--- config.mk ---
export PLATFORM = sky130hd
export DESIGN_NAME = out_buf_drain_flat
export DESIGN_NICKNAME = d
export VERILOG_FILES = /design/src/rtl/compute_cluster_pkg.sv /design/src/rtl/out_buf_drain_if.sv /design/src/rtl/out_drain_fifo.sv /design/src/rtl/out_buf_drain.sv /design/src/flat_wrapper.sv
export SDC_FILE = /design/constraint.sdc
export NUM_CORES = 1
export LEC_CHECK = 0
export ABC_AREA = 1
export CAP_MARGIN = 15
export CORE_MARGIN = 8
export CORE_UTILIZATION = 45
export DETAILED_ROUTE_END_ITERATION = 12
export GPL_ROUTABILITY_DRIVEN = 0
export PLACE_DENSITY = 0.7
export REMOVE_ABC_BUFFERS = 1
export SYNTH_ARGS = -nofsm -noshare
export SYNTH_HDL_FRONTEND = slang
export SYNTH_SLANG_ARGS = --single-unit
--- constraint.sdc ---
create_clock -name clk_i -period 3.25 [get_ports clk_i]
set_input_delay 0.8125 -clock clk_i [delete_from_list [all_inputs] [get_ports clk_i]]
set_output_delay 0.8125 -clock clk_i [all_outputs]
set_load 0.005 [all_outputs]
--- src/rtl/compute_cluster_pkg.sv ---
// Shared compute-cluster definitions used by the output-buffer drain slice.
//   - default cluster geometry (compute units, output buffers, buffer word width)
//   - drain_state_e : drain FSM states
//   - out_beat_t    : stream beat layout {last, data} as held in the drain FIFO
//   - sel_width()   : select width that never collapses to zero bits
package compute_cluster_pkg;

    localparam int unsigned COMPUTE_UNIT_NUM = 2;
    localparam int unsigned OUTPUT_BUF_NUM   = 4;
    localparam int unsigned OUTPUT_BUF_SIZE  = 16;

    typedef enum logic [1:0] {
        StIdle  = 2'd0,
        StIssue = 2'd1,
        StFlush = 2'd2,
        StDone  = 2'd3
    } drain_state_e;

    typedef struct packed {
        logic                       last;
        logic [OUTPUT_BUF_SIZE-1:0] data;
    } out_beat_t;

    // A single unit/buffer still needs a 1-bit select port.
    function automatic int unsigned sel_width(input int unsigned n);
        return (n > 1) ? $clog2(n) : 1;
    endfunction

endpackage

--- src/rtl/out_buf_drain_if.sv ---
// Output-buffer read port plus the write-back stream, bundled as one interface.
//   master : the drain (drives selects, stream data/valid/last, optional clear)
//   slave  : buffer array + stream sink (drives buffer data and stream ready)
// Signals:
//   com_unit_out_buf_sel_o / out_buf_sel_o : registered read address
//   out_buf_dat_i                          : read data, one cycle after the address
//   out_dat_o / out_valid_o / out_last_o   : stream beat
//   out_ready_i                            : stream back-pressure
//   out_buf_clr_o                          : buffer clear pulse (OUT_BUF_CLEAR_EN only)
interface out_buf_drain_if
    import compute_cluster_pkg::*;
#(
    parameter int unsigned CU_NUM  = COMPUTE_UNIT_NUM,
    parameter int unsigned BUF_NUM = OUTPUT_BUF_NUM,
    parameter int unsigned DAT_W   = OUTPUT_BUF_SIZE
);

    localparam int unsigned CuSelW  = sel_width(CU_NUM);
    localparam int unsigned BufSelW = sel_width(BUF_NUM);

    logic [CuSelW-1:0]  com_unit_out_buf_sel_o;
    logic [BufSelW-1:0] out_buf_sel_o;
    logic [DAT_W-1:0]   out_buf_dat_i;
    logic [DAT_W-1:0]   out_dat_o;
    logic               out_valid_o;
    logic               out_ready_i;
    logic               out_last_o;
`ifdef OUT_BUF_CLEAR_EN
    logic               out_buf_clr_o;
`endif

    modport master (
`ifdef OUT_BUF_CLEAR_EN
        output out_buf_clr_o,
`endif
        output com_unit_out_buf_sel_o,
        output out_buf_sel_o,
        input  out_buf_dat_i,
        output out_dat_o,
        output out_valid_o,
        input  out_ready_i,
        output out_last_o
    );

    modport slave (
`ifdef OUT_BUF_CLEAR_EN
        input  out_buf_clr_o,
`endif
        input  com_unit_out_buf_sel_o,
        input  out_buf_sel_o,
        output out_buf_dat_i,
        input  out_dat_o,
        input  out_valid_o,
        output out_ready_i,
        input  out_last_o
    );

endinterface

--- src/rtl/out_drain_fifo.sv ---
// Two-entry FIFO holding returned buffer words until the stream accepts them.
// The head entry is read straight from storage registers, so a word pushed
// into an empty FIFO becomes visible the cycle after the push (no fall-through).
// Ports:
//   clk_i, rst_i    : clock, asynchronous active-high reset
//   push_i, data_i  : write strobe and word
//   pop_i           : consume the head entry
//   data_o          : head entry
//   count_o         : occupancy, 0..2
// Overflow/underflow are prevented by the caller.
module out_drain_fifo
    import compute_cluster_pkg::*;
#(
    parameter int unsigned Width = $bits(out_beat_t)
) (
    input  logic             clk_i,
    input  logic             rst_i,
    input  logic             push_i,
    input  logic [Width-1:0] data_i,
    input  logic             pop_i,
    output logic [Width-1:0] data_o,
    output logic [1:0]       count_o
);

    logic [Width-1:0] mem_q [2];
    logic             wr_ptr_q;
    logic             rd_ptr_q;
    logic [1:0]       count_q;

    always_ff @(posedge clk_i or posedge rst_i) begin
        if (rst_i) begin
            mem_q[0] <= '0;
            mem_q[1] <= '0;
            wr_ptr_q <= 1'b0;
            rd_ptr_q <= 1'b0;
            count_q  <= 2'd0;
        end else begin
            if (push_i) begin
                mem_q[wr_ptr_q] <= data_i;
                wr_ptr_q        <= ~wr_ptr_q;
            end
            if (pop_i) begin
                rd_ptr_q <= ~rd_ptr_q;
            end
            count_q <= count_q + {1'b0, push_i} - {1'b0, pop_i};
        end
    end

    assign data_o  = mem_q[rd_ptr_q];
    assign count_o = count_q;

endmodule

--- src/rtl/out_buf_drain.sv ---
// Drains the compute cluster's output buffers after a layer pass: walks the
// (compute unit, buffer) address space CU-major, captures each returned word
// one cycle after its address and streams the words out on valid/ready, with
// a last tag on the final beat.
// Ports:
//   clk_i, rst_i   : clock, asynchronous active-high reset
//   drain_start_i  : start pulse, ignored unless idle
//   buf_num_i      : used buffers per compute unit, sampled at start
//   drain_busy_o   : drain in progress
//   drain_done_o   : one-cycle completion pulse
//   bus            : buffer read port + output stream (master side)
// Build option: OUT_BUF_CLEAR_EN adds a buffer clear pulse after each read and
// halves the drain rate, because the selects must stay on the read address
// for the clear cycle.
module out_buf_drain
    import compute_cluster_pkg::*;
#(
    parameter int unsigned CU_NUM  = COMPUTE_UNIT_NUM,
    parameter int unsigned BUF_NUM = OUTPUT_BUF_NUM,
    parameter int unsigned DAT_W   = OUTPUT_BUF_SIZE
) (
    input  logic                         clk_i,
    input  logic                         rst_i,
    input  logic                         drain_start_i,
    input  logic [$clog2(BUF_NUM+1)-1:0] buf_num_i,
    output logic                         drain_busy_o,
    output logic                         drain_done_o,
    out_buf_drain_if.master              bus
);

    localparam int unsigned CuSelW  = sel_width(CU_NUM);
    localparam int unsigned BufSelW = sel_width(BUF_NUM);
    localparam int unsigned BufNumW = $clog2(BUF_NUM + 1);
    localparam logic [CuSelW-1:0] CuLast = CuSelW'(CU_NUM - 1);

    drain_state_e       state_q, state_d;
    logic [BufNumW-1:0] buf_num_q, buf_num_d;
    logic [CuSelW-1:0]  cu_sel_q, cu_sel_d;
    logic [BufSelW-1:0] buf_sel_q, buf_sel_d;
    logic               inflight_q;
    logic               inflight_last_q;

    logic [1:0]         fifo_count;
    logic [DAT_W:0]     fifo_head;
    logic               out_valid;
    logic               out_last;
    logic               pop;
    logic               buf_wrap;
    logic               last_addr;
    logic               credit_ok;
    logic               issue;
    logic               advance;

    assign out_valid = (fifo_count != 2'd0);
    assign out_last  = out_valid && fifo_head[DAT_W];
    assign pop       = out_valid && bus.out_ready_i;

    assign buf_wrap  = (BufNumW'(buf_sel_q) == (buf_num_q - BufNumW'(1)));
    assign last_addr = buf_wrap && (cu_sel_q == CuLast);

    // Slots already claimed (stored + in flight) minus the one leaving this
    // cycle must leave room, so every returned word has a FIFO entry waiting.
    assign credit_ok = ({1'b0, fifo_count} + {2'b00, inflight_q}) < (3'd2 + {2'b00, pop});

`ifdef OUT_BUF_CLEAR_EN
    logic clr_q;

    // Selects advance only after the clear cycle of each read.
    assign issue   = (state_q == StIssue) && credit_ok && !clr_q;
    assign advance = clr_q;

    always_ff @(posedge clk_i or posedge rst_i) begin
        if (rst_i) begin
            clr_q <= 1'b0;
        end else begin
            clr_q <= issue;
        end
    end

    assign bus.out_buf_clr_o = clr_q;
`else
    assign issue   = (state_q == StIssue) && credit_ok;
    assign advance = issue;
`endif

    always_comb begin
        state_d   = state_q;
        buf_num_d = buf_num_q;
        cu_sel_d  = cu_sel_q;
        buf_sel_d = buf_sel_q;
        case (state_q)
            StIdle: begin
                if (drain_start_i) begin
                    buf_num_d = buf_num_i;
                    cu_sel_d  = '0;
                    buf_sel_d = '0;
                    state_d   = (buf_num_i == '0) ? StDone : StIssue;
                end
            end
            StIssue: begin
                if (advance) begin
                    if (last_addr) begin
                        // Park the selects at (0,0) once the whole space is read.
                        cu_sel_d  = '0;
                        buf_sel_d = '0;
                        state_d   = StFlush;
                    end else if (buf_wrap) begin
                        buf_sel_d = '0;
                        cu_sel_d  = cu_sel_q + CuSelW'(1);
                    end else begin
                        buf_sel_d = buf_sel_q + BufSelW'(1);
                    end
                end
            end
            StFlush: begin
                if (pop && out_last) begin
                    state_d = StDone;
                end
            end
            StDone: begin
                state_d = StIdle;
            end
            default: begin
                state_d = StIdle;
            end
        endcase
    end

    always_ff @(posedge clk_i or posedge rst_i) begin
        if (rst_i) begin
            state_q         <= StIdle;
            buf_num_q       <= '0;
            cu_sel_q        <= '0;
            buf_sel_q       <= '0;
            inflight_q      <= 1'b0;
            inflight_last_q <= 1'b0;
        end else begin
            state_q         <= state_d;
            buf_num_q       <= buf_num_d;
            cu_sel_q        <= cu_sel_d;
            buf_sel_q       <= buf_sel_d;
            inflight_q      <= issue;
            inflight_last_q <= issue && last_addr;
        end
    end

    // Word for an issued address arrives one cycle later; capture it with its tag.
    out_drain_fifo #(
        .Width (DAT_W + 1)
    ) u_fifo (
        .clk_i   (clk_i),
        .rst_i   (rst_i),
        .push_i  (inflight_q),
        .data_i  ({inflight_last_q, bus.out_buf_dat_i}),
        .pop_i   (pop),
        .data_o  (fifo_head),
        .count_o (fifo_count)
    );

    assign bus.com_unit_out_buf_sel_o = cu_sel_q;
    assign bus.out_buf_sel_o          = buf_sel_q;
    assign bus.out_valid_o            = out_valid;
    assign bus.out_last_o             = out_last;
    assign bus.out_dat_o              = out_valid ? fifo_head[DAT_W-1:0] : '0;

    assign drain_busy_o = (state_q == StIssue) || (state_q == StFlush);
    assign drain_done_o = (state_q == StDone);

endmodule

--- src/flat_wrapper.sv ---
// flat-port wrapper written by rule: the top's interface ports become plain ports
module out_buf_drain_flat import compute_cluster_pkg::*;
#(
    parameter int unsigned CU_NUM  = COMPUTE_UNIT_NUM,
    parameter int unsigned BUF_NUM = OUTPUT_BUF_NUM,
    parameter int unsigned DAT_W   = OUTPUT_BUF_SIZE
)
  (clk_i, rst_i, drain_start_i, buf_num_i, drain_busy_o, drain_done_o, bus_com_unit_out_buf_sel_o, bus_out_buf_sel_o, bus_out_buf_dat_i, bus_out_dat_o, bus_out_valid_o, bus_out_ready_i, bus_out_last_o);
  out_buf_drain_if #(.CU_NUM(CU_NUM), .BUF_NUM(BUF_NUM), .DAT_W(DAT_W)) bus_i ();
  input  logic clk_i;
  input  logic rst_i;
  input  logic drain_start_i;
  input  logic [$clog2(BUF_NUM+1)-1:0] buf_num_i;
  output logic drain_busy_o;
  output logic drain_done_o;
  output wire logic [$bits(bus_i.com_unit_out_buf_sel_o)-1:0] bus_com_unit_out_buf_sel_o;
  output wire logic [$bits(bus_i.out_buf_sel_o)-1:0] bus_out_buf_sel_o;
  input wire logic [$bits(bus_i.out_buf_dat_i)-1:0] bus_out_buf_dat_i;
  output wire logic [$bits(bus_i.out_dat_o)-1:0] bus_out_dat_o;
  output wire logic [$bits(bus_i.out_valid_o)-1:0] bus_out_valid_o;
  input wire logic [$bits(bus_i.out_ready_i)-1:0] bus_out_ready_i;
  output wire logic [$bits(bus_i.out_last_o)-1:0] bus_out_last_o;
  assign bus_com_unit_out_buf_sel_o = bus_i.com_unit_out_buf_sel_o;
  assign bus_out_buf_sel_o = bus_i.out_buf_sel_o;
  assign bus_i.out_buf_dat_i = bus_out_buf_dat_i;
  assign bus_out_dat_o = bus_i.out_dat_o;
  assign bus_out_valid_o = bus_i.out_valid_o;
  assign bus_i.out_ready_i = bus_out_ready_i;
  assign bus_out_last_o = bus_i.out_last_o;
  out_buf_drain #(.CU_NUM(CU_NUM), .BUF_NUM(BUF_NUM), .DAT_W(DAT_W)) u_core (.clk_i(clk_i), .rst_i(rst_i), .drain_start_i(drain_start_i), .buf_num_i(buf_num_i), .drain_busy_o(drain_busy_o), .drain_done_o(drain_done_o), .bus(bus_i));
endmodule
Word level (Yosys, flattened, before mapping)
Index checks and enable logic that the tools add are counted.
Widths: inputs -> output; s select.
{"block": "classes", "n_shift": 0, "reduce_logical": 16, "n_div": 0, "mul": 0, "bitwise_logic": 4, "n_lt_le_gt_ge": 4, "n_eq_ne": 9, "n_addsub": 7, "mux": 23}
{"operator": "$mux 17", "count": 4}
{"operator": "$bwmux 34", "count": 1}
{"operator": "$mux 2", "count": 9}
{"operator": "$demux 17 s1", "count": 1}
{"operator": "$mux 16", "count": 1}
{"operator": "$pmux 2 s4", "count": 1}
{"operator": "$reduce_and 4->1", "count": 2}
{"operator": "$logic_and 1x1->1", "count": 7}
{"operator": "$ne 2x1->1 const B", "count": 3}
{"operator": "$eq 2x2->1 const B", "count": 2}
{"operator": "$ge 2x2->1 const B", "count": 2}
{"operator": "$mux 1", "count": 4}
{"operator": "$not 1->2", "count": 2}
{"operator": "$pmux 2 s2", "count": 1}
{"operator": "$reduce_bool 2->1", "count": 2}
{"operator": "$add 2x1->3", "count": 1}
{"operator": "$add 2x1->3 const A", "count": 1}
{"operator": "$eq 2x3->1", "count": 1}
{"operator": "$logic_not 3->1", "count": 1}
{"operator": "$lt 3x3->1", "count": 1}
{"operator": "$ne 3x1->1 const B", "count": 1}
{"operator": "$reduce_and 3->1", "count": 1}
{"operator": "$sub 3x1->3 const B", "count": 1}
{"operator": "$add 2x1->2", "count": 1}
{"operator": "11 further kinds", "count": 12}
{"block": "word_totals", "register_bits": 48, "latchBits": 0, "rom_bits": 0, "in_bits": 23, "word_cells": 74, "memories": 0, "ramBits": 0}

Logic depth before layout (Yosys ltp)
Gate-level depths: netlist of the first run.
{"block": "depth", "ltp_word": 8, "mapped_depth": 10, "ltp_nobuf": 10}

By module
From an unflattened synthesis of the first run, not the netlist that was laid out.
{"block": "hier_totals", "cells_unflattened": 339, "hier_area_um2": 2766.4}
{"mod": "out_drain_fifo", "cells_per_inst": 203, "seq_area_each_um2": 950.9, "n_inst": 1, "area_each_um2": 1863.0}
{"mod": "out_buf_drain", "cells_per_inst": 136, "seq_area_each_um2": 250.2, "n_inst": 1, "area_each_um2": 903.4}

Worst setup path before layout of the first run
No wires, ideal clock.
{"block": "synth_timing", "path_type": "register -> output", "start": "register u_core.u_fifo.rd_ptr_q", "end": "output port bus_out_dat_o[0]", "stages_incl_launch_ff": 6, "slack_ns": 1.526, "arrival_ns": 0.911, "t_required_ns": 2.438, "cell_sequence": "dfrtp_1 -> buf_6 -> clkinv_4 -> buf_2 -> nand2_1 -> a21oi_1"}
{"block": "synth_via", "elab_chain_cells": 5}
{"element": "from (decl)", "line_no": "out_drain_fifo.sv:27", "source": "logic rd_ptr_q;"}
{"element": "from (signal assigned)", "line_no": "out_drain_fifo.sv:43", "source": "rd_ptr_q <= ~rd_ptr_q;"}
{"element": "$not 1->2 (implied by the code)", "line_no": "out_drain_fifo.sv:49", "source": "assign data_o = mem_q[rd_ptr_q];"}
{"element": "$mux 17 (implied by the code) (3 in series)", "line_no": "out_drain_fifo.sv:49"}
{"element": "$mux 16", "line_no": "out_buf_drain.sv:164", "source": "assign bus.out_dat_o = out_valid ? fifo_head[DAT_W-1:0] : '0;"}
{"element": "to (decl)", "line_no": "flat_wrapper.sv:19", "source": "output wire logic [$bits(bus_i.out_dat_o)-1:0] bus_out_dat_o;"}
Every way passes these cells. The select of a mux whose other input is x is not followed.

Worst setup path in the final report of the first run
{"block": "layout_timing", "start": "register u_core.u_fifo.rd_ptr_q", "end": "output port bus_out_dat_o[1]"}
Same word-level chain as after synthesis.

==> impl_metrics.csv, run 1 <==
group,metric,value,unit
routing,wl,4940,um
place,preCtsSetupSlack,0.824,ns
timing,fin_crit_sh,84.5,%
power,p_leak,1.49,nW
critical_path,cp_data_required_time,2.44,ns
clock_network,cts_sinks,48,
finish,num-fill-cells,505,
floorplanning,coreArea,5410,sq um
clock_network,post_cts_resized,0,
floorplanning,fp.dieH,90.0,um
timing,rsz0062_at_grt,"false",
timing,fin_tns_setup,0,ns
yosys,yosysWarnings,0,
timing,post-route-min-period,2.74,ns
power,irDropWorstVdd,0.445,mV
routing,routed_via_density,4.85,
routing,wl_per_cell,12.2,um
floorplanning,ios,46,
finish,fin_area,3060,sq um
power,power,2.99,mW
flow_run,maxCapViolCount,0,
floorplanning,start_util,45.6,%
yosys,syn_inst,286,
critical_path,critPathCaptureType,"output port",
clock_network,insertion_delay,0.29,ns
floorplanning,die-area,8110,sq um
yosys,ys_seq_elements,48,
floorplanning,rows,27,
timing,slew_viol_final,0,
yosys,synthTopCellsByArea,"dfrtp_1 (49%), nand2_1 (13%), o21ai_2 (6.0%)",
routing,drc,0,
global_routing,grt-ovfl-total,0,
place,hpwl,3520,um
timing,tightest_slew,0.940,ns
finish,area_growth_syn_to_layout,24.2,%
clock_network,clk_pin_slew_worst_paths,0.08,ns
critical_path,r2r-start,"u_core.u_fifo.count_o[0]",
finish,drive_gt1_share,14.2,%
routing,drtIter0Drc,111,
yosys,yosysTopAreaCell,"dfrtp_1",
clock_network,clockRootBuffer,"clkbuf_8",
timing,maxClockFrequency,364,MHz
clock_network,cts_hold_buf,0,
outcome,outcome,"finished clean",
floorplanning,die_w,90.0,um
clock_network,cts_setup_buffers,0,
clock_network,cts_made_buffers,5,
timing,clock_skew,0.00658,ns
min_path,hold_depth,2,
finish,stdcell_count,403,
critical_path,worstSetupStartpointType,"flip-flop",
timing,hold_violations,0,
routing,firstDrtPassIters,4,
global_routing,grt_start_max_net_pins,49,
critical_path,r2r-end,"u_core.u_fifo.count_o[1]",
critical_path,rrSetupSlack,1.55,ns
critical_path,worstSetupPathType,"reg2out",
global_routing,grt_first_pass_wirelength,9010,um
critical_path,worstSetupStartpoint,"u_core.u_fifo.rd_ptr_q",
global_routing,grt_pass1_vias,2019,
yosys,netlist_area,2470,sq um
yosys,avgSynthCellArea,8.62,sq um
global_routing,track_usage,13.2,%
critical_path,reg2regPathDepth,8,
yosys,yosysUniqueCellTypes,28,
min_path,hold_class,"reg2reg",
place,port_buffers,45,
finish,nNetsFinal,363,
clock_network,clk_path_buf_depth,2,
critical_path,critPathCapture,"bus_out_dat_o[1]",
timing,layout_setup_ws,0.505,ns
critical_path,critical_path.max_fanout,12,
finish,n_antenna_cell,0,
timing,finalSetupViolCount,0,
place,placed_cells,395,
yosys,seq_area_frac_synth,48.7,%
routing,vias,1953,
timing,max_slew_margin,37.2,%
clock_network,htreeDepth,2,
power,cellPowerDensity,975,nW/um^2
clock_network,tritoncts,"done",
yosys,synth_top_cell_area_share,48.7,%
routing,ant_nets,0,
place,dpl_cell_area,2950,sq um
critical_path,arrival,1.93,ns
global_routing,antenna_found_initial,0,
sequential cells by signal, indices dropped and copies added (netlist names):
name	cells
u_core.buf_num_q	3
u_core.bus.com_unit_out_buf_sel_o	1
u_core.u_fifo.rd_ptr_q	1
u_core.inflight_last_q	1
u_core.u_fifo.wr_ptr_q	1
u_core.u_fifo.mem_q	34
u_core.state_q	2
u_core.u_fifo.count_o	2
u_core.bus.out_buf_sel_o	2
u_core.inflight_q	1
through the flow:
stage,hold WS (ns),utilization (%)
4_1_cts,0.489,56.6
3_5_place_dp,0.468,54.6
5_1_grt,0.505,56.6
6_report,0.488,56.6
2_1_floorplan,0.453,-
3_3_place_gp,0.464,54.6
layout by cell type (no fill, tap or decap), drive strengths merged:
cell type       n
nand2          93
ha             10
xnor2           3
nor2            6
buf             3
clkinvlp        1
a21oi          20
dfrtp          48
nor3            1
bufinv          1
inv            37
xor2            2
o22ai           1
nand3           8
nand4           3
clkbuf          5
or2             3
o21ai          39
clkdlybuf4s50  45
clkinv          2
worst max-delay path, stage by stage (launching register included):
cell and delay (ns):
dfrtp_1 0.66, buf_4 0.26, nand2_1 0.06, a21oi_1 0.15
clkdlybuf4s50_1 0.52
how the worst min path moves through the flow:
stage / to / from
after global routing: u_core.u_fifo.mem_q[28] / u_core.u_fifo.mem_q[28]
after detailed placement: u_core.u_fifo.mem_q[19] / u_core.u_fifo.mem_q[19]
after CTS: u_core.u_fifo.mem_q[25] / u_core.u_fifo.mem_q[25]
after floorplan: u_core.u_fifo.mem_q[0] / u_core.u_fifo.mem_q[0]
after global placement: u_core.u_fifo.mem_q[27] / u_core.u_fifo.mem_q[27]
final: u_core.u_fifo.mem_q[19] / u_core.u_fifo.mem_q[19]
per-layer routing:
layer  up-vias  track usage [%]  part of all wire [%]
met5         -                0                     0
met3         2             4.07                   4.8
met1       920             16.0                    47
li1        987                -                     -
met2        44             21.9                    48
met4         0             3.74                  0.63
synthesized netlist by cell type:
| master | count |
|---|---|
| dfrtp_1 | 48 |
| clkinv_4 | 1 |
| nand2_2 | 4 |
| nand2_4 | 2 |
| nand2_1 | 87 |
| buf_6 | 4 |
| nor3_1 | 1 |
| or2_2 | 1 |
| o21ai_2 | 17 |
| or2_1 | 2 |
| a21oi_2 | 1 |
| a21oi_1 | 18 |
| inv_2 | 6 |
| buf_4 | 1 |
| clkbuf_1 | 3 |
| nand4_1 | 3 |
| xor2_1 | 2 |
| o21ai_0 | 19 |
| o21ai_1 | 3 |
| o22ai_1 | 1 |
| xnor2_1 | 3 |
| nand3_1 | 6 |
| a21oi_4 | 1 |
| inv_1 | 31 |
| nor2_1 | 6 |
| nand3_2 | 2 |
| buf_2 | 3 |
| ha_1 | 10 |
report_power, final:
part / internal (mW) / total, mW / switching (mW)
combinational: 0.738 / 1.50 / 0.766
clock: 0.228 / 0.420 / 0.192
sequential: 0.872 / 1.06 / 0.190
kinds of logic (layout without fill, tap and decap cells):
kind of cell	count (synthesis)	count (layout)	synth area share, %
compound gates	60	60	15.4
xor+xnor	5	5	1.78
fa+ha+maj	10	10	5.07
buf+inv	49	94	9.18
flops	48	48	48.7
simple gates	114	114	19.8
area by class of cell:
class	count	area (sq um)	area share [%]
Inverter	38	148	4.82
Sequential cell	48	1200	39.2
Tap cell	72	90.1	2.94
Clock inverter	3	42.5	1.39
Timing Repair Buffer	48	473	15.4
Multi-Input combinational cell	189	1040	33.9
Clock buffer	5	68.8	2.25
Power figures use the tool's default switching activity.
==> run 2: changes to the inputs <==
Clock period 3.25 ns to 2.8 ns, I/O delays scaled along.
==> impl_metrics.csv, run 2 (synthesized netlist as in run 1, its figures left out) <==
group,metric,value,unit
timing,post-route-min-period,2.50,ns
timing,finalSetupViolCount,0,
timing,slew_viol_final,0,
flow_run,maxCapViolCount,0,
timing,maxClockFrequency,400,MHz
clock_network,tritoncts,"done",
timing,hold_violations,0,
global_routing,track_usage,13.0,%
clock_network,insertion_delay,0.30,ns
floorplanning,die-area,8110,sq um
clock_network,clockRootBuffer,"clkbuf_8",
finish,fin_util,56.9,%
timing,clock_skew,0.00830,ns
power,p_leak,1.50,nW
power,cellPowerDensity,1130,nW/um^2
critical_path,worstSetupPathType,"reg2out",
routing,firstDrtPassIters,4,
min_path,hold_class,"reg2reg",
power,irDropWorstVdd,0.522,mV
critical_path,cp_data_required_time,2.10,ns
routing,wl_per_cell,12.4,um
routing,ant_nets,0,
floorplanning,die_w,90.0,um
floorplanning,coreArea,5410,sq um
critical_path,r2r-start,"u_core.u_fifo.count_o[1]",
finish,fin_area,3070,sq um
finish,n_antenna_cell,0,
clock_network,htreeDepth,2,
global_routing,antenna_found_initial,0,
global_routing,grt_start_max_net_pins,35,
finish,nNetsFinal,365,
timing,holdWs,0.487,ns
global_routing,grt_pass1_vias,1918,
place,preCtsSetupSlack,0.664,ns
finish,drive_gt1_share,14.4,%
timing,max_slew_margin,36.9,%
critical_path,worstSetupStartpoint,"u_core.u_fifo.rd_ptr_q",
clock_network,cts_made_buffers,5,
finish,reg.largest.list,"u_core.u_fifo.mem_q (34), u_core.buf_num_q (3)",
finish,register_area,1200,sq um
place,dpl_cell_area,2970,sq um
clock_network,clk_pin_slew_worst_paths,0.09,ns
critical_path,critical_path.max_fanout,18,
critical_path,arrival,1.80,ns
clock_network,cts_setup_buffers,0,
critical_path,cp_slowest_cell,"clkdlybuf4s50_1",
place,placed_cells,397,
place,port_buffers,45,
routing,vias,1928,
finish,top_register,"u_core.u_fifo.mem_q",
clock_network,cts_hold_buf,0,
clock_network,clk_path_buf_depth,2,
timing,fin_tns_setup,0,ns
floorplanning,start_util,45.6,%
finish,largest_reg_flops,34,
timing,fin_crit_sh,89.4,%
critical_path,rrSetupSlack,1.08,ns
critical_path,reg2regPathDepth,8,
finish,final_common_cell,"nand2_1",
power,power,3.48,mW
critical_path,critPathCaptureType,"output port",
timing,rsz0062_at_grt,"false",
finish,most-common-layout-cells,"nand2_1 (87), dfrtp_1 (48), clkdlybuf4s50_1 (45)",
finish,num-fill-cells,523,
clock_network,post_cts_resized,0,
routing,wl,5040,um
finish,multi_input_area,1040,sq um
min_path,hold_depth,2,
timing,layout_setup_ws,0.298,ns
min_path,hold_path_end,"u_core.u_fifo.mem_q[32]",
floorplanning,ios,46,
global_routing,grt-ovfl-total,0,
routing,drtIter0Drc,68,
global_routing,grt_first_pass_wirelength,8850,um
critical_path,r2r-end,"u_core.u_fifo.count_o[1]",
min_path,hp-start,"u_core.u_fifo.mem_q[32]",
floorplanning,rows,27,
timing,tightest_slew,0.944,ns
place,hpwl,3600,um
routing,routed_via_density,4.76,
routing,drc,0,
outcome,outcome,"finished clean",
critical_path,cpPeakStageDelay,0.54,ns
critical_path,worstSetupStartpointType,"flip-flop",
critical_path,cp_cell_sequence,"buf_4, nand2_1, a21oi_1, clkdlybuf4s50_1",
finish,stdcell_count,405,
floorplanning,fp.dieH,90.0,um
clock_network,cts_sinks,48,
finish,area_growth_syn_to_layout,24.6,%
[run 2: changes by cell type in the layout (fill, tap and decap cells not counted)]
cell        delta
buf_4          +2
clkinvlp_4     -1
clkbuf_1       +1
[run 2: layer usage]
metal  global-route usage [%]  routed length [um]  vias up  part of all wire (%)
met5                        0                   0        -                     0
met4                     4.99                  65        0                   1.3
met1                     15.1                2280      878                    45
met3                     3.74                 309        5                   6.1
li1                         -                   -      995                     -
met2                     21.9                2380       50                    47
[run 2: worst max path at each step]
stage / endpoint
4_1_cts: bus_out_dat_o[12]
3_3_place_gp: bus_out_last_o
5_1_grt: bus_out_dat_o[12]
3_5_place_dp: bus_out_last_o
2_1_floorplan: u_core.buf_num_q[0]
6_report: bus_out_dat_o[12]
[run 2: worst max-delay path, delay by kind of cell, from the launching register on]
kind,cells,cell delay (ns)
and+or+nand+nor,1,0.08
buffers and inverters,2,0.81
AOI/OAI and AO/OA,1,0.21
DFF,1,0.40
[run 2: report_power, final]
part	total [mW]	switching [mW]	internal [mW]
Clock	0.489	0.224	0.265
Sequential	1.21	0.195	1.01
Combinational	1.78	0.918	0.864
[run 2: area by class of cell]
class | instances | area share [%]
well taps | 72 | 2.93
inverters | 38 | 4.80
clock buffers | 6 | 2.36
multi-input cells | 189 | 33.8
flip-flops and latches | 48 | 39.1
repair buffers | 50 | 15.9
clock inverters | 2 | 1.14
==> run 3: changes to the inputs <==
Settings changed: PLACE_DENSITY 0.7 to 0.69, SETUP_SLACK_MARGIN set to 0.1, SYNTH_HIERARCHICAL set to 1.
Clock period 2.8 ns to 2.6 ns, I/O delays scaled along.
==> impl_metrics.csv, run 3 <==
group,metric,value,unit
critical_path,reg2regPathDepth,10,
yosys,synthTopCellsByArea,"dfrtp_1 (43%), o21ai_2 (11%), nand2_1 (11%)",
global_routing,grt_start_max_net_pins,39,
timing,tightest_slew,0.482,ns
routing,wl,5270,um
finish,final_common_cell,"nand2_1",
min_path,hp-start,"u_core/u_fifo/mem_q[19]",
timing,post-route-min-period,2.46,ns
timing,hold_violations,0,
finish,nNetsFinal,417,
yosys,synthTopCellsByCount,"nand2_1 (79), inv_1 (74), dfrtp_1 (48), o21ai_2 (34), nor2_1 (22)",
critical_path,critical_path.max_fanout,13,
routing,drc,0,
power,power_frac_clock,12.5,%
finish,drive_gt1_share,19.0,%
yosys,netlist_area,2770,sq um
power,irDropWorstVdd,0.678,mV
finish,most-common-layout-cells,"nand2_1 (79), inv_1 (74), dfrtp_1 (47)",
floorplanning,die-area,8910,sq um
power,seqPwrFrac,32.0,%
floorplanning,start_util,46.7,%
min_path,hold_class,"reg2reg",
timing,holdWs,0.485,ns
clock_network,htreeDepth,2,
min_path,hold_path_end,"u_core/u_fifo/mem_q[19]",
finish,fin_util,57.1,%
floorplanning,die_w,94.4,um
critical_path,r2r-start,"u_core/u_fifo/count_o[1]",
clock_network,insertion_delay,0.29,ns
global_routing,track_usage,12.7,%
routing,firstDrtPassIters,4,
yosys,synthFlopType,"dfrtp_1",
routing,routed_via_density,4.58,
global_routing,antenna_found_initial,0,
routing,ant_nets,0,
timing,maxClockFrequency,406,MHz
yosys,yosysTopAreaCell,"dfrtp_1",
place,hpwl,3870,um
floorplanning,ios,46,
critical_path,worstSetupPathType,"reg2out",
timing,clock_skew,0.00302,ns
yosys,syn_inst,339,
timing,fin_crit_sh,94.7,%
min_path,hold_depth,2,
power,p_switching,1.67,mW
flow_run,maxCapViolCount,0,
finish,reg.largest.list,"u_core/u_fifo/mem_q (34), u_core/buf_num_q (3)",
critical_path,worstSetupStartpointType,"flip-flop",
global_routing,grt_first_pass_wirelength,9070,um
timing,slew_viol_final,0,
finish,area_growth_syn_to_layout,22.3,%
critical_path,arrival,1.81,ns
critical_path,critPathCaptureType,"output port",
critical_path,r2r-end,"u_core/u_fifo/count_o[1]",
timing,fin_tns_setup,0,ns
timing,rsz0062_at_grt,"true",
yosys,seq_area_frac_synth,43.4,%
finish,stdcell_count,460,
outcome,outcome,"finished clean",
global_routing,grt_pass1_vias,2012,
timing,finalSetupViolCount,0,
clock_network,clk_pin_slew_worst_paths,0.08,ns
critical_path,rrSetupSlack,0.95,ns
routing,drtIter0Drc,69,
finish,n_antenna_cell,0,
finish,largest_reg_flops,34,
clock_network,tritoncts,"done",
place,port_buffers,45,
yosys,yosysWarnings,6,
place,placed_cells,451,
floorplanning,fp.dieH,94.4,um
timing,max_slew_margin,67.9,%
power,cellPowerDensity,1230,nW/um^2
power,combPwrFrac,55.5,%
yosys,synth-async-reset-ratio,100,%
clock_network,clk_path_buf_depth,2,
yosys,synth_edf_count,0,
floorplanning,rows,28,
routing,wl_per_cell,11.5,um
critical_path,cp_data_required_time,1.95,ns
global_routing,grt-ovfl-total,0,
yosys,synth_top_cell_area_share,43.4,%
routing,vias,2109,
yosys,ys_seq_elements,48,
floorplanning,coreArea,5920,sq um
clock_network,cts_sinks,48,
yosys,yosysMostFrequentCell,"nand2_1",
power,p_leak,1.77,nW
yosys,avgSynthCellArea,8.16,sq um
yosys,yosysUniqueCellTypes,28,
finish,top_register,"u_core/u_fifo/mem_q",
clock_network,cts_made_buffers,5,
power,sw_frac_of_total,40.2,%
power,internal-power,2.48,mW
clock_network,clockRootBuffer,"clkbuf_8",
[run 3: timing repair]
item,4_1_cts,5_1_grt
gates resized for setup,4,8
endpoints found under the setup margin,15,17
hold buffers,0,0
pin swaps,0,0
setup buffers,1,0
[run 3: worst max path at each step]
stage               cells after the start                     start  slack (ns)                 to
finish                                  6  u_core/u_fifo/count_o[1]        0.14   bus_out_dat_o[0]
global placement                        5    u_core/u_fifo/rd_ptr_q        0.29  bus_out_dat_o[11]
CTS                                     6  u_core/u_fifo/count_o[1]        0.11   bus_out_dat_o[1]
detailed placement                      6    u_core/u_fifo/rd_ptr_q        0.29  bus_out_dat_o[11]
floorplan                               3    u_core/u_fifo/rd_ptr_q        0.84     bus_out_last_o
global route                            6  u_core/u_fifo/count_o[1]        0.02   bus_out_dat_o[0]
[run 3: stage by stage]
step | worst slack, ns | power, mW | instance area (sq um)
after global placement | 0.290 | 3.57 | 3240
after CTS | 0.106 | 4.20 | 3360
final | 0.138 | 4.15 | 3380
after floorplan | 0.840 | 2.79 | 2670
after global routing | 0.0212 | 4.56 | 3380
after detailed placement | 0.289 | 3.63 | 3240
[run 3: cell type report]
cell class              instances  area [sq um]
fillers                       539          2540
flip-flops and latches         48          1200
multi-input cells             200          1180
repair buffers                 49           497
inverters                      80           304
well taps                      75          93.8
clock buffers                   6          72.6
clock inverters                 2          35.0
[run 3: routing by layer]
layer | vias up | routed length (um) | track usage, %
li1 | 1106 | - | -
met1 | 953 | 2260 | 15.0
met2 | 42 | 2600 | 21.8
met3 | 8 | 314 | 3.33
met4 | 0 | 97 | 4.23
met5 | - | 0 | 0
[run 3: logic make-up (layout without fill, tap and decap cells)]
family,after synthesis,in the layout,synth area share [%]
DFF,48,48,43.4
buffers and inverters,91,137,14.2
AOI/OAI and AO/OA,58,58,15.2
xor gates and xnor gates,3,3,1.22
and+or+nand+nor,128,128,21.0
muxes,1,1,0.407
adders and majority gates,10,10,4.52
[run 3: critical path: stages, from the launching register on]
cell,delay [ns]
dfrtp_1,0.41
inv_2,0.07
nand2_4,0.10
clkinvlp_4,0.13
buf_6,0.17
nor2_1,0.11
clkdlybuf4s50_1,0.53
[run 3: power by group through the flow]
stage	sequential [mW]	clock (mW)	combinational [mW]
CTS	1.33	0.544	2.32
global placement	1.33	0	2.24
floorplan	1.34	0	1.45
global route	1.38	0.575	2.61
finish	1.33	0.520	2.30
detailed placement	1.35	0	2.28
==> variant 1, RTL diff (flow settings as in run 1) <==
`OUTPUT_BUF_NUM`: 4 -> 8.
--- a/src/rtl/compute_cluster_pkg.sv
+++ b/src/rtl/compute_cluster_pkg.sv
@@ -8,3 +8,3 @@
     localparam int unsigned COMPUTE_UNIT_NUM = 2;
-    localparam int unsigned OUTPUT_BUF_NUM   = 4;
+    localparam int unsigned OUTPUT_BUF_NUM   = 8;
     localparam int unsigned OUTPUT_BUF_SIZE  = 16;
Ports: changed (resized buf_num_i and bus_out_buf_sel_o); port bits go from 46 to 48. The function was not compared with the original's and may differ.
==> variant 1 against run 1 <==
  * Non-clock buffer count increased by 3
  * Clock power rose by 3%
  * Worst hold slack improved by 0.0044 ns
  * Sequential cell count rose by 2
  * Total power is 4.1% higher
  * Clock skew is 0.0026 ns higher
  * Area after synthesis up 5.6%
  * Final area is 5.5% higher
  * Worst setup slack improved by 0.045 ns
  * Wire length is 11% higher
  * First-iteration DRC count shrank 25%
==> variant 1: results (changes against run 1) <==
[worst_setup_path]
r2r-end = u_core.u_fifo.count_o[1]$_DFF_PP0_
worstReg2RegStart = u_core.u_fifo.count_o[1]$_DFF_PP0_
critPathArrivalTime_ns = 1.89  ; -0.04 ns
critPathMaxFanout = 10  ; -2
cp_slowest_stage_delay_ns = 0.60  ; -0.06 ns
r2r_cells = 9  ; +1
reg2reg_slack_ns = 1.36  ; -0.19 ns

[sta]
relSlewSlack = 0.3590  ; -0.01286
skew_ns = 0.009143  ; +0.002561 ns
timing.hold.ws_ns = 0.4921  ; +0.004409 ns
fin_ws_ns = 0.5499  ; +0.04461 ns

[status]
status = complete, no violations

[routing]
vias = 2152  ; +10%
wl_per_cell_um = 12.37  ; +0.99%
drtIter0Drc = 83  ; -25%

[place]
hpwlAfterDp_mm = 3.970  ; +13%
io_buffers = 47  ; +4.4%
place_area_um2 = 3119  ; +5.7%
place_worst_setup_slack_ns = 0.8240  ; -0.0001300 ns

[logic_synthesis]
ys_types = 28  ; unchanged
synth-adder-area-share = 0.05286  ; +0.002124
synth_xor_area_frac = 0.01346  ; -0.004302
yosys-top-cells-area = dfrtp_1, nand2_1, inv_1
ys_seq_area_frac = 0.4805  ; -0.006524
synth_compound_area_frac = 0.1163  ; -0.03795
synth_common_cells = nand2_1, dfrtp_1, inv_1
async_flop_share = 1.000  ; unchanged

[power_and_ir_drop]
vdd.ir_drop.worst_mv = 0.5076  ; +14%
p_leak_nw = 1.611  ; +8.1%

[global_routing]
track_usage = 0.1341  ; +0.002575
use_met3 = 0.03912  ; -0.001612
use_met1 = 0.1604  ; +0.0007836
grtUsageMet2 = 0.2300  ; +0.01102
grt_pass1_vias = 2128  ; +5.4%
grt_pass1_wl_mm = 9.563  ; +6.1%
grt_max_degree = 35  ; -29%

[worst_hold_path]
worstHoldStart = u_core.u_fifo.mem_q[15]$_DFFE_PP0P_
holdPathEnd = u_core.u_fifo.mem_q[15]$_DFFE_PP0P_

[clock_network]
cts_max_path_buffers = 2  ; unchanged
clockRootBuffer = clkbuf_8
cts_made_buffers = 5  ; unchanged

[cells_and_area]
layout-drive-gt1-share = 0.08871  ; -0.05328
final_nets = 406  ; +12%

[variant 1: worst max-delay path by stage]
stage | startpoint | endpoint | cells after the start
after global placement | u_core.u_fifo.rd_ptr_q$_DFFE_PP0P_ | bus_out_dat_o[4] | 4
after global routing | u_core.u_fifo.rd_ptr_q$_DFFE_PP0P_ | bus_out_dat_o[8] | 4
final | u_core.u_fifo.rd_ptr_q$_DFFE_PP0P_ | bus_out_dat_o[13] | 4
after detailed placement | bus_out_ready_i | u_core.u_fifo.count_o[1]$_DFF_PP0_ | 8
after floorplan | rst_i | u_core.buf_num_q[0]$_DFFE_PP0P_ | 1
after CTS | u_core.u_fifo.rd_ptr_q$_DFFE_PP0P_ | bus_out_dat_o[0] | 4
[variant 1: area by class of cell]
cell class	instances	area, um^2
well taps	72	90.09
repair buffers	51	500.5
flip-flops and latches	50	1251
clock buffers	6	72.57
fillers	535	2311
multi-input cells	218	1106
inverters	45	171.4
clock inverters	2	37.54
[variant 1: power breakdown]
group          switching, mW  internal, mW  total, mW
Combinational          0.825         0.759       1.58
Sequential             0.190         0.902       1.09
Clock                  0.204         0.230      0.434
Total                   1.22          1.89       3.11
[variant 1: stage by stage]
step / cells / total power, mW / util
after floorplan: 313 / 2.045 / -
after global placement: 436 / 2.672 / 0.5630
after detailed placement: 436 / 2.715 / 0.5630
after CTS: 444 / 3.152 / 0.5829
after global routing: 444 / 3.418 / 0.5829
final: 444 / 3.110 / 0.5829
[variant 1: routing by layer]
metal | wire [um] | up-vias | share of wire
li1 | - | 1111 | -
met1 | 2460 | 985 | 0.45
met2 | 2671 | 50 | 0.49
met3 | 312 | 6 | 0.057
met4 | 46 | 0 | 0.0084
met5 | 0 | - | 0
[variant 1: cell families (layout without fill, tap and decap cells)]
family,count (synthesis),after routing
fa+ha+maj,11,11
simple gates,145,145
buf+inv,56,104
flops,50,50
compound gates,58,58
xor+xnor,4,4
[variant 1: worst min-delay path, cell delays in order, from the launching register on]
cell	delay, ns
dfrtp_1	0.35
nand2_1	0.05
o21ai_0	0.06
==> variant 2, RTL diff (flow settings as in run 1) <==
Made on the original files. Take the reset off `buf_sel_q` and load it in a clocked block of its own.
--- a/src/rtl/out_buf_drain.sv
+++ b/src/rtl/out_buf_drain.sv
@@ -133,3 +133,2 @@
             cu_sel_q        <= '0;
-            buf_sel_q       <= '0;
             inflight_q      <= 1'b0;
@@ -140,3 +139,2 @@
             cu_sel_q        <= cu_sel_d;
-            buf_sel_q       <= buf_sel_d;
             inflight_q      <= issue;
@@ -144,2 +142,6 @@
         end
+    end
+
+    always_ff @(posedge clk_i) begin
+        buf_sel_q <= buf_sel_d;
     end
Behaviour: differs if rst_i is asserted again (counterexample within 4 cycles, from zero or initial values and one cycle with rst_i high); with rst_i held inactive, the same outputs for 10 cycles.
==> variant 2 against run 1 <==
  * Final area decreased by 0.41%
  * Sequential share of layout area grew 0.49 points
  * Final cell count is 0.74% lower
  * Worst setup slack got worse by 0.20 ns
  * Non-clock buffer count unchanged
  * Area after synthesis is 0.46% lower
  * Total power grew 0.24%
  * First-iteration DRC count shrank 48%
  * Combinational power shrank 3%
  * Sequential cell count unchanged
  * Wire length grew 0.18%
  * Die area down 0.38%
  * Critical path depth is the same
  * Synthesized cell count fell by 1.0%
  * Largest cell class unchanged
  * Highest routed layer unchanged
==> variant 2: results (changes against run 1) <==
[worst_setup_path]
worstReg2RegStart = u_core.u_fifo.rd_ptr_q$_DFFE_PP0P_
critPathArrivalTime_ns = 2.13  ; +0.20 ns
reg2reg_slack_ns = 1.46  ; -0.09 ns

[cells_and_area]
final_nets = 360  ; -0.83%

[routing]
routed_wirelength_mm = 4.944  ; +0.18%
drtIter0Drc = 58  ; -48%
viasPerCell = 4.778  ; -1.4%

[power_and_ir_drop]
p_leak_nw = 1.479  ; -0.74%
p_comb_mw = 1.46  ; -3%
p_comb_frac = 0.489  ; -0.015
pwr.group.clock_uw = 425  ; +1%
vdd.ir_drop.worst_mv = 0.4065  ; -8.6%

[global_routing]
grt_pass1_wl_mm = 8.728  ; -3.1%
track_usage = 0.1260  ; -0.005555

[logic_synthesis]
synth_common_cells = nand2_1, dfrtp_1, inv_1
ys_seq_area_frac = 0.4934  ; +0.006312
async_flop_share = 0.9583  ; -0.04167
postSynthCellCount = 283  ; -1.0%
synth-edff-count = 2  ; +2

[sta]
relSlewSlack = 0.3551  ; -0.01677
timing.hold.ws_ns = 0.4869  ; -0.0008170 ns
skew_ns = 0.004626  ; -0.001956 ns

[place]
place_worst_setup_slack_ns = 0.6116  ; -0.2125 ns
place_area_um2 = 2942  ; -0.30%

[worst_hold_path]
holdPathEnd = u_core.u_fifo.mem_q[26]$_DFFE_PP0P_
worstHoldStart = u_core.u_fifo.mem_q[26]$_DFFE_PP0P_

[status]
status = complete, no violations

## variant 2: worst max-delay path by stage
stage / slack [ns] / start / to
3_3_place_gp: 0.66 / u_core.u_fifo.rd_ptr_q$_DFFE_PP0P_ / bus_out_last_o
4_1_cts: 0.30 / u_core.u_fifo.rd_ptr_q$_DFFE_PP0P_ / bus_out_last_o
5_1_grt: 0.17 / u_core.u_fifo.rd_ptr_q$_DFFE_PP0P_ / bus_out_dat_o[7]
6_report: 0.31 / u_core.u_fifo.rd_ptr_q$_DFFE_PP0P_ / bus_out_last_o
3_5_place_dp: 0.61 / u_core.u_fifo.rd_ptr_q$_DFFE_PP0P_ / bus_out_last_o
2_1_floorplan: 1.35 / rst_i / u_core.buf_num_q[0]$_DFFE_PP0P_
## variant 2: critical path, cell delays in order (launching register included)
cell             delay [ns]
dfrtp_1                0.84
clkinv_4               0.31
nand2_2                0.15
a21oi_1                0.07
clkdlybuf4s50_1        0.46
## variant 2: final cells by class
type	instances	area, um^2
inverter	39	151.4
timing repair buffer	48	473.0
tap	72	90.09
fill	505	2322
sequential	48	1211
clock inverter	2	35.03
multi-input combinational	185	1016
clock buffer	6	72.57
## variant 2: metal layers
layer  global-route usage  share of wire  vias to the layer above
li1                     -              -                      979
met1               0.1399           0.45                      876
met2               0.2258           0.48                       51
met3              0.04239          0.057                        5
met4              0.02913         0.0093                        0
met5                    0              0                        -
## variant 2: logic make-up (layout without fill, tap and decap cells)
group | after synthesis | count (layout) | synth area share
compound gates | 59 | 59 | 0.1519
flops | 48 | 48 | 0.4934
buf+inv | 50 | 95 | 0.09276
fa+ha+maj | 10 | 10 | 0.05097
xor+xnor | 5 | 5 | 0.01784
simple gates | 111 | 111 | 0.1932
